**config.mk**
```make
export PLATFORM = sky130hd
export DESIGN_NAME = dm_bus_bridge
export DESIGN_NICKNAME = d
export VERILOG_FILES = /design/src/rtl/dm_bus_bridge.sv
export SDC_FILE = /design/constraint.sdc
export NUM_CORES = 1
export LEC_CHECK = 0
export BUFFER_PORTS_ARGS = -buffer_cell sky130_fd_sc_hd__buf_2
export CAP_MARGIN = 40
export CORE_MARGIN = 2
export CORE_UTILIZATION = 50
export CTS_BUF_LIST = sky130_fd_sc_hd__clkbuf_8
export CTS_CLUSTER_DIAMETER = 120
export DETAILED_ROUTE_END_ITERATION = 8
export PLACE_DENSITY = 0.8
export SYNTH_ARGS = -nofsm -noshare
export SYNTH_HDL_FRONTEND = slang
export SYNTH_SLANG_ARGS = --single-unit
```
**constraint.sdc**
```tcl
create_clock -name clk -period 3.4 [get_ports clk]
set_input_delay 0 -clock clk [delete_from_list [all_inputs] [get_ports clk]]
set_output_delay 0 -clock clk [all_outputs]
set_load 0.02 [all_outputs]
```
**src/rtl/dm_bus_bridge.sv**
```systemverilog
// rtl/dm_bus_bridge.sv - CPU data-side to word-aligned byte-enabled req/ack bus bridge
module dm_bus_bridge #(
    parameter int TIMEOUT = 16
) (
    input  logic        clk,
    input  logic        reset,
    input  logic        cpu_req,
    input  logic        cpu_we,
    input  logic [31:0] cpu_addr,
    input  logic [31:0] cpu_wdata,
    input  logic [2:0]  cpu_dm_ctrl,
    output logic [31:0] cpu_rdata,
    output logic        cpu_ready,
    output logic        cpu_err,
    output logic        bus_req,
    output logic        bus_we,
    output logic [31:0] bus_addr,
    output logic [3:0]  bus_be,
    output logic [31:0] bus_wdata,
    input  logic [31:0] bus_rdata,
    input  logic        bus_ack
);

    typedef enum logic [1:0] {IDLE, REQ, DONE, ERR} state_t;

    localparam logic [2:0] CTRL_WORD = 3'b000;
    localparam logic [2:0] CTRL_HALF = 3'b001;
    localparam logic [2:0] CTRL_HALFU = 3'b010;
    localparam logic [2:0] CTRL_BYTE = 3'b011;
    localparam logic [2:0] CTRL_BYTEU = 3'b100;
    localparam logic [7:0] CNT_LAST = 8'(TIMEOUT - 1);

    state_t     state;
    logic [7:0] cnt;
    logic [1:0] off_q;
    logic [2:0] ctrl_q;
    logic [2:0] ctrl_n;

    // Undefined encodings behave as word accesses everywhere downstream.
    function automatic logic [2:0] norm_ctrl(input logic [2:0] c);
        return (c > CTRL_BYTEU) ? CTRL_WORD : c;
    endfunction

    function automatic logic is_half(input logic [2:0] c);
        return (c == CTRL_HALF) || (c == CTRL_HALFU);
    endfunction

    function automatic logic is_byte(input logic [2:0] c);
        return (c == CTRL_BYTE) || (c == CTRL_BYTEU);
    endfunction

    function automatic logic misaligned(input logic [2:0] c, input logic [1:0] o);
        if (is_byte(c))
            return 1'b0;
        else if (is_half(c))
            return o[0];
        else
            return o != 2'b00;
    endfunction

    function automatic logic [3:0] be_of(input logic [2:0] c, input logic [1:0] o);
        if (is_byte(c))
            return 4'b0001 << o;
        else if (is_half(c))
            return o[1] ? 4'b1100 : 4'b0011;
        else
            return 4'b1111;
    endfunction

    function automatic logic [31:0] wdata_of(input logic [2:0] c, input logic [31:0] d);
        if (is_byte(c))
            return {4{d[7:0]}};
        else if (is_half(c))
            return {2{d[15:0]}};
        else
            return d;
    endfunction

    function automatic logic [31:0] extract(input logic [2:0] c, input logic [1:0] o,
                                            input logic [31:0] d);
        logic [7:0]  b;
        logic [15:0] h;
        b = d[{o, 3'b000} +: 8];
        h = d[{o[1], 4'b0000} +: 16];
        case (c)
            CTRL_HALF:  return {{16{h[15]}}, h};
            CTRL_HALFU: return {16'h0000, h};
            CTRL_BYTE:  return {{24{b[7]}}, b};
            CTRL_BYTEU: return {24'h000000, b};
            default:    return d;
        endcase
    endfunction

    assign ctrl_n = norm_ctrl(cpu_dm_ctrl);

    // Idle readiness must react to cpu_req in the same cycle to stall the pipeline.
    assign cpu_ready = (state == IDLE) ? !cpu_req : (state != REQ);

    always_ff @(posedge clk or posedge reset) begin
        if (reset) begin
            state     <= IDLE;
            cnt       <= 8'd0;
            off_q     <= 2'b00;
            ctrl_q    <= CTRL_WORD;
            bus_req   <= 1'b0;
            bus_we    <= 1'b0;
            bus_be    <= 4'b0000;
            bus_addr  <= 32'd0;
            bus_wdata <= 32'd0;
            cpu_rdata <= 32'd0;
            cpu_err   <= 1'b0;
        end else begin
            case (state)
                IDLE: begin
                    if (cpu_req) begin
                        off_q  <= cpu_addr[1:0];
                        ctrl_q <= ctrl_n;
                        if (misaligned(ctrl_n, cpu_addr[1:0])) begin
                            state     <= ERR;
                            cpu_err   <= 1'b1;
                            cpu_rdata <= 32'd0;
                        end else begin
                            state     <= REQ;
                            cnt       <= 8'd0;
                            bus_req   <= 1'b1;
                            bus_we    <= cpu_we;
                            bus_addr  <= {cpu_addr[31:2], 2'b00};
                            bus_be    <= be_of(ctrl_n, cpu_addr[1:0]);
                            bus_wdata <= wdata_of(ctrl_n, cpu_wdata);
                        end
                    end
                end
                REQ: begin
                    if (bus_ack) begin
                        state     <= DONE;
                        cpu_rdata <= extract(ctrl_q, off_q, bus_rdata);
                        bus_req   <= 1'b0;
                        bus_we    <= 1'b0;
                        bus_be    <= 4'b0000;
                    end else if (cnt == CNT_LAST) begin
                        state     <= ERR;
                        cpu_err   <= 1'b1;
                        cpu_rdata <= 32'd0;
                        bus_req   <= 1'b0;
                        bus_we    <= 1'b0;
                        bus_be    <= 4'b0000;
                    end else begin
                        cnt <= cnt + 8'd1;
                    end
                end
                DONE: begin
                    state <= IDLE;
                end
                ERR: begin
                    state   <= IDLE;
                    cpu_err <= 1'b0;
                end
                default: begin
                    state <= IDLE;
                end
            endcase
        end
    end

endmodule

```
==> Word level (Yosys, flattened, before mapping) <==
Cells that the tools add are included.
{ "totals": {"ff_bits": 116, "in_bits": 104, "output_inout_bits": 104, "wordCells": 97} }
{ "classes": {"addsub": 1, "n_lt_le_gt_ge": 1, "n_eq_ne": 20, "shift": 3, "muxes": 45, "n_bitwise": 1, "n_reduce_logical": 15} }
{ "op_table": {"columns": ["op", "count"], "rows": [
  ["$mux W32", 6],
  ["$pmux W32 S4", 1],
  ["$pmux W32 S2", 1],
  ["$mux W8", 4],
  ["$shiftx A32 B6 Y16", 1],
  ["$shiftx A32 B6 Y8", 1],
  ["$mux W4", 7],
  ["$pmux W8 S2", 1],
  ["$mux W1", 15],
  ["$eq A3 B2 Y1 const B", 4],
  ["$ne A2 B2 Y1 const B", 5],
  ["$reduce_and A5 Y1", 2],
  ["$add A8 B1 Y8 const B", 1],
  ["$eq A8 B4 Y1 const B", 1],
  ["$mux W2", 4],
  ["$pmux W4 S2", 1],
  ["$reduce_and A4 Y1", 2],
  ["$eq A3 B1 Y1 const B", 2],
  ["$eq A3 B3 Y1 const B", 2],
  ["$pmux W2 S3", 1],
  ["$eq A2 B2 Y1 const B", 2],
  ["$ne A2 B1 Y1 const B", 2],
  ["$pmux W1 S2", 2],
  ["$reduce_and A2 Y1", 2],
  ["14 further kinds", 16]
]} }

==> Longest topological paths before layout <==
Gate-level depths: netlist of run 1.
{ "depth": {"depth_word": 11, "ltp_mapped": 9} }

==> Worst setup path before layout of run 1 <==
Ideal clock, no wire load.
{ "synth_path": {"path_type": "register -> register", "start": "register cnt[0]", "end": "register cnt[1]", "setup_time_ns": 0.120, "arrival_time_ns": 1.825, "t_required_ns": 3.280, "setup_slack_ns": 1.455, "stages_incl_launch_ff": 7, "path_buffers": 1, "period_less_slack_ns": 1.945, "cell_sequence": "dfrtp_1 -> ha_1 -> or3b_4 -> o41ai_4 -> buf_6 -> nand2_1 -> a31o_2"} }
{ "synth_via": {"elab_chain_len": 4, "word_cells_on_any_way": 7} }
{ "synth_rtl": {"columns": ["item", "line", "source"], "rows": [
  ["from (decl)", "34", "logic [7:0] cnt;"],
  ["from (signal assigned)", "148", "cnt <= cnt + 8'd1;"],
  ["$add A8 B1 Y8", "148", null],
  ["$mux W8", "140", "end else if (cnt == CNT_LAST) begin"],
  ["$mux W8", "134", "if (bus_ack) begin"],
  ["$pmux W8 S2", "113", "case (state)"]
]} }
Parallel ways exist; a longest one is shown, timed or not. The select of a mux whose other input is x is not followed.
A chain may end at the register's enable or synchronous reset.

==> Worst setup path after layout of run 1 <==
{ "layout_path": {"start": "register cnt[0]", "end": "register bus_be[1]"} }
{ "layout_via": {"elab_chain_len": 3} }
{ "layout_rtl": {"columns": ["item", "line", "source"], "rows": [
  ["$eq A8 B4 Y1", "140", null],
  ["$ne A3 B3 Y1 (no source line)", null, null],
  ["$reduce_and A4 Y1 (no source line)", null, null],
  ["to (signal assigned)", "128", "bus_be <= be_of(ctrl_n, cpu_addr[1:0]);"],
  ["to (decl)", "18", "output logic [3:0] bus_be,"]
]} }
Every way passes these cells.

==> flow_summary.ini, run 1 <==
[global_route]
grt.overflow.total = 0
grt_start_max_net_pins = 67
track_usage_pct = 30.10
grt_pass1_wl_um = 30220
antenna_found_initial = 1
grt_pass1_vias = 6062

[final_layout]
layout-drive-gt1-share_pct = 28.42
area_growth_syn_to_layout_pct = 43.47
fill_cells = 796
final_cell_mix = nand2_1 (217), buf_2 (205), dfrtp_1 (116)
layout.core_utilization_pct = 73.70
final_common_cell = nand2_1
fin_nets = 1049

[detailed_routing]
ant_nets = 0
initialDrtViolationCount = 481
routed_wl_um = 18710
avgViaCountPerCell = 5.412
drt-pass1-iter-count = 7
vias = 5959
wl_per_cell_um = 16.99
drc = 0

[timing]
drv_slew = 0
post-route-period-util_pct = 84.48
layout_min_cycle_time_ns = 2.872
rsz0062_at_grt = false
worst_pin_slew_ns = 0.8952
slew_headroom_pct = 40.19
worst_clock_skew_ns = 0.007624
setup_tns_ns = 0
setup_violations = 0
hold_viol_final = 0
timing.fmax_mhz = 348.1

[cts]
clk_pin_slew_ns = 0.07
cts_buffers = 17
clkLatencyLatePin_ns = 0.44
cts_tree = yes
h-tree-depth = 4
max-clock-path-buffers = 2
root_buffer = clkbuf_8
clkSinkCount = 116

[setup_path]
worst_setup_path_start_kind = flop
cp.required_ns = 3.72
critPathMaxFanout = 17
crit_type = reg2reg
crit_path_end_kind = flop
cp.arrival_ns = 3.20

[outcome]
status = finished clean

[die]
num_rows = 39
die_height_um = 112.3
ios = 208
coreArea_um2 = 11420
dieArea_um2 = 12610
initial_core_util_pct = 51.37
die_w_um = 112.3

[power]
p_leak_uw = 0.004284
vdd_ir_drop_max_v = 0.0005467
p_per_area_nw_per_um2 = 822.0
power_uw = 6917

[yosys]
synthArstFlopShare_pct = 100.0
ys_seq_area_share_pct = 49.49
ys_ff_latch = 116
postSynthCellCount = 655
syn_avg_cell_area_um2 = 8.955
syn_area_um2 = 5866
synth-warning-count = 0
synth_edf_count = 0
synth_ff_type = dfrtp_1
ys_types = 61

[job]
maxCapViolations = 0

[worst_hold_path]
min-delay-path-class = in2reg

[placed_design]
dpl.hpwl_um = 11210
numPortBuffers = 205
gp_congestion = 0.8257
[worst max-delay path: stages, from the launching register on]
cell and delay [ns]:
dfrtp_1 0.40, ha_1 0.22, or3b_4 0.43, o41ai_4 0.66, o311ai_4 0.27, nand2_1 0.14
o31ai_1 0.07, dlygate4sd3_1 0.57
[worst paths after layout]
kind,slack [ns],depth (start not counted),end,start
worst max-delay path,0.53,7,bus_be[1]$_DFFE_PP0P_,cnt[0]$_DFFE_PP0P_
worst min-delay path,0.02,4,bus_wdata[29]$_DFFE_PP0P_,cpu_wdata[29]
worst max register to register,0.53,7,bus_be[1]$_DFFE_PP0P_,cnt[0]$_DFFE_PP0P_
worst min register to register,0.47,2,bus_addr[21]$_DFFE_PP0P_,bus_addr[21]$_DFFE_PP0P_
max in group asynchronous,2.40,5,bus_wdata[0]$_DFFE_PP0P_,reset
min in group asynchronous,0.11,3,bus_addr[31]$_DFFE_PP0P_,reset
[area by class of cell]
type | count | area, um^2 | share of cell area [%]
clock inverters | 13 | 188.9 | 2.245
repair buffers | 312 | 2110 | 25.07
clock buffers | 19 | 261.5 | 3.107
inverters | 8 | 32.53 | 0.3866
multi-input cells | 489 | 2739 | 32.55
diodes | 1 | 2.502 | 0.02974
flip-flops and latches | 116 | 2903 | 34.49
well taps | 143 | 178.9 | 2.126
[where the power goes]
group	switching, uW	internal (uW)
clock	563	898
combinational	1960	1090
sequential	449	1960
[per-stage QoR]
stage,hold WS [ns],setup slack (ns),std cells,instance area (um^2)
3_3_place_gp,0.1887,1.076,968,6944
4_1_cts,0.0004347,0.5220,1100,8413
6_report,0.01900,0.5275,1101,8416
3_5_place_dp,0.02494,1.014,969,6972
5_1_grt,0.01363,0.3067,1101,8416
2_1_floorplan,0.09790,0.3276,656,5869
[metal layers]
metal  vias up  share of wire, %  track usage (%)
li1       2830                 -                -
met1      2809                40            36.42
met2       279                50            51.97
met3        41               7.4            8.369
met4         0               2.2            10.33
met5         -                 0                0
[cells in the mapped netlist (4+ instances only)]
library cell	count	area, um^2
inv_1	8	30.03
and2_1	4	25.02
a21oi_1	28	140.1
o21ai_0	50	250.2
mux2i_1	28	280.3
nand2_1	217	814.5
buf_2	19	95.09
or2_2	6	37.54
mux2_2	8	90.09
nand2b_1	4	25.02
nand3_1	4	20.02
clkbuf_1	17	63.81
o211ai_1	7	52.55
a221o_1	4	40.04
nor2_1	27	101.4
a211oi_1	21	157.7
nor3_1	4	20.02
o31ai_1	9	67.56
o221ai_1	5	43.79
or4_1	6	45.04
dfrtp_1	116	2903
nor2b_1	10	62.56
[what timing repair did]
| item | in CTS | in global routing |
|---|---|---|
| hold buffers | 99 | 0 |
| setup buffers | 0 | 0 |
| hold endpoints to repair | 193 | 0 |
| resized for setup | 0 | 0 |
[cells by family (layout without fill, tap and decap cells)]
group | Yosys count | after routing | share of synthesized area (%)
AOI/OAI and AO/OA | 148 | 148 | 16.96
xor gates and xnor gates | 5 | 5 | 0.8748
adders and majority gates | 1 | 1 | 0.2133
buffers and inverters | 51 | 352 | 4.266
DFF | 116 | 116 | 49.49
muxes | 37 | 37 | 6.698
other | 1 | 3 | 0.06393
and+or+nand+nor | 296 | 296 | 21.44
[flip-flops by register name (all words and copies together) (netlist names)]
register   flops
bus_wdata     32
ctrl_q         3
state          2
bus_be         4
cnt            8
off_q          2
bus_req        1
cpu_err        1
bus_addr      30
cpu_rdata     32
bus_we         1
Note: power is estimated with default switching activity, not from simulation.
==> inputs of run 2 (changes only) <==
- clock period: 3.4 -> 3 ns (I/O delays scaled with it)
==> run 2 against run 1 <==
Combinational power is 13% higher. Global-route usage is 0.098 points lower. Total power is 13% higher. Clock-buffer cell count is 2 higher. Sequential share of layout area is 0.15 points higher. Setup slack worse by 0.27 ns. Sequential power is 12% higher. Die area stayed put. Critical path type unchanged. Largest cell class unchanged.
==> flow_summary.ini, run 2 (synthesized netlist as in run 1, its figures left out) <==
[detailed_routing]
drt-pass1-iter-count = 5
routed_wl_um = 18380
avgViaCountPerCell = 5.373
vias = 5894
wl_per_cell_um = 16.75
initialDrtViolationCount = 450
drc = 0
ant_nets = 0

[worst_hold_path]
min-delay-path-class = in2reg

[die]
coreArea_um2 = 11420
die_height_um = 112.3
dieArea_um2 = 12610
initial_core_util_pct = 51.37
die_w_um = 112.3
ios = 208
num_rows = 39

[cts]
cts_buffers = 17
cts_tree = yes
cts_setup_buffers = 0
h-tree-depth = 4
clkSinkCount = 116
clkLatencyLatePin_ns = 0.43
max-clock-path-buffers = 2
clk_pin_slew_ns = 0.07
root_buffer = clkbuf_8

[timing]
timing.fmax_mhz = 364.9
layout_min_cycle_time_ns = 2.741
worst_pin_slew_ns = 0.8803
drv_slew = 0
setup_violations = 0
hold_viol_final = 0
setup_tns_ns = 0
holdWs_ns = 0.03265
slew_headroom_pct = 41.03
worst_clock_skew_ns = 0.009207
post-route-period-util_pct = 91.36
rsz0062_at_grt = false

[global_route]
grt_pass1_wl_um = 29990
track_usage_pct = 30.00
grt_pass1_vias = 5964
grt.overflow.total = 0
antenna_found_initial = 0
grt_start_max_net_pins = 117

[final_layout]
layout-drive-gt1-share_pct = 29.14
diodes = 0
area_growth_syn_to_layout_pct = 42.90
fill_cells = 834
top_regs = bus_wdata x32, cpu_rdata x32, bus_addr x30
final_cell_mix = nand2_1 (217), buf_2 (205), dfrtp_1 (115)
final_common_cell = nand2_1
fin_nets = 1047

[power]
p_per_area_nw_per_um2 = 929.2
vdd_ir_drop_max_v = 0.0005942
p_leak_uw = 0.004257

[placed_design]
gp_congestion = 0.8745
numPortBuffers = 205
dpl.hpwl_um = 11080

[outcome]
status = finished clean

[setup_path]
cp.arrival_ns = 3.10
critPathMaxFanout = 21
crit_type = reg2reg
crit_path_end_kind = flop
cp.required_ns = 3.36
worst_setup_path_start_kind = flop

[job]
maxCapViolations = 0
## run 2: final cells by class
type | count | area (um^2) | area share (%)
sequential | 116 | 2904 | 34.65
inverter | 8 | 33.78 | 0.4030
tap | 143 | 178.9 | 2.135
timing repair buffer | 310 | 2077 | 24.78
clock buffer | 21 | 289.0 | 3.448
multi-input combinational | 489 | 2746 | 32.77
clock inverter | 10 | 152.6 | 1.821
## run 2: stage by stage
| step | instance area [um^2] | instances | power [uW] | setup slack, ns | utilization [%] |
|---|---|---|---|---|---|
| floorplan | 5873 | 656 | 4857 | 1.055 | - |
| global placement | 6980 | 971 | 5893 | 0.8557 | 61.13 |
| detailed placement | 6980 | 971 | 5971 | 0.7686 | 61.13 |
| CTS | 8373 | 1097 | 7729 | 0.2399 | 73.33 |
| global route | 8382 | 1097 | 8302 | 0.08588 | 73.41 |
| finish | 8382 | 1097 | 7788 | 0.2592 | 73.41 |
## run 2: worst paths after layout
kind / start / to / slack, ns / cells past startpoint
setup / recovery: off_q[1]$_DFFE_PP0P_ / cpu_rdata[1]$_DFFE_PP0P_ / 0.26 / 6
hold / removal: cpu_wdata[28] / bus_wdata[28]$_DFFE_PP0P_ / 0.03 / 4
setup reg to reg: off_q[1]$_DFFE_PP0P_ / cpu_rdata[1]$_DFFE_PP0P_ / 0.26 / 6
hold reg to reg: cpu_rdata[10]$_DFFE_PP0P_ / cpu_rdata[10]$_DFFE_PP0P_ / 0.47 / 2
max in group asynchronous: reset / bus_wdata[15]$_DFFE_PP0P_ / 2.23 / 4
min in group asynchronous: reset / bus_wdata[0]$_DFFE_PP0P_ / 0.30 / 4
## run 2: repair_timing
| action | in CTS | in global routing |
|---|---|---|
| gates resized for setup | 0 | 2 |
| hold endpoints to repair | 210 | 0 |
| endpoints found under the setup margin | 0 | 2 |
| hold buffers | 95 | 0 |
## run 2: routing by layer
layer  up-vias  global-route usage (%)  share of wire [%]
met3        42                   8.207                7.5
li1       2816                       -                  -
met5         -                       0                  0
met4         0                   10.65                2.5
met2       268                   51.73                 49
met1      2768                   36.30                 41
## run 2: critical path, cell delays in order, from the launching register on
cell and delay, ns:
dfrtp_1 0.80, o21ai_0 0.24, a21boi_0 0.18, o21ai_1 0.49, a21oi_1 0.13, o31ai_1 0.23
dlygate4sd3_1 0.60
## run 2: where the power goes
group / total [uW] / switching [uW] / internal (uW)
logic: 3460 / 2220 / 1240
clock network: 1620 / 640 / 983
registers: 2710 / 489 / 2220
total: 7790 / 3350 / 4440
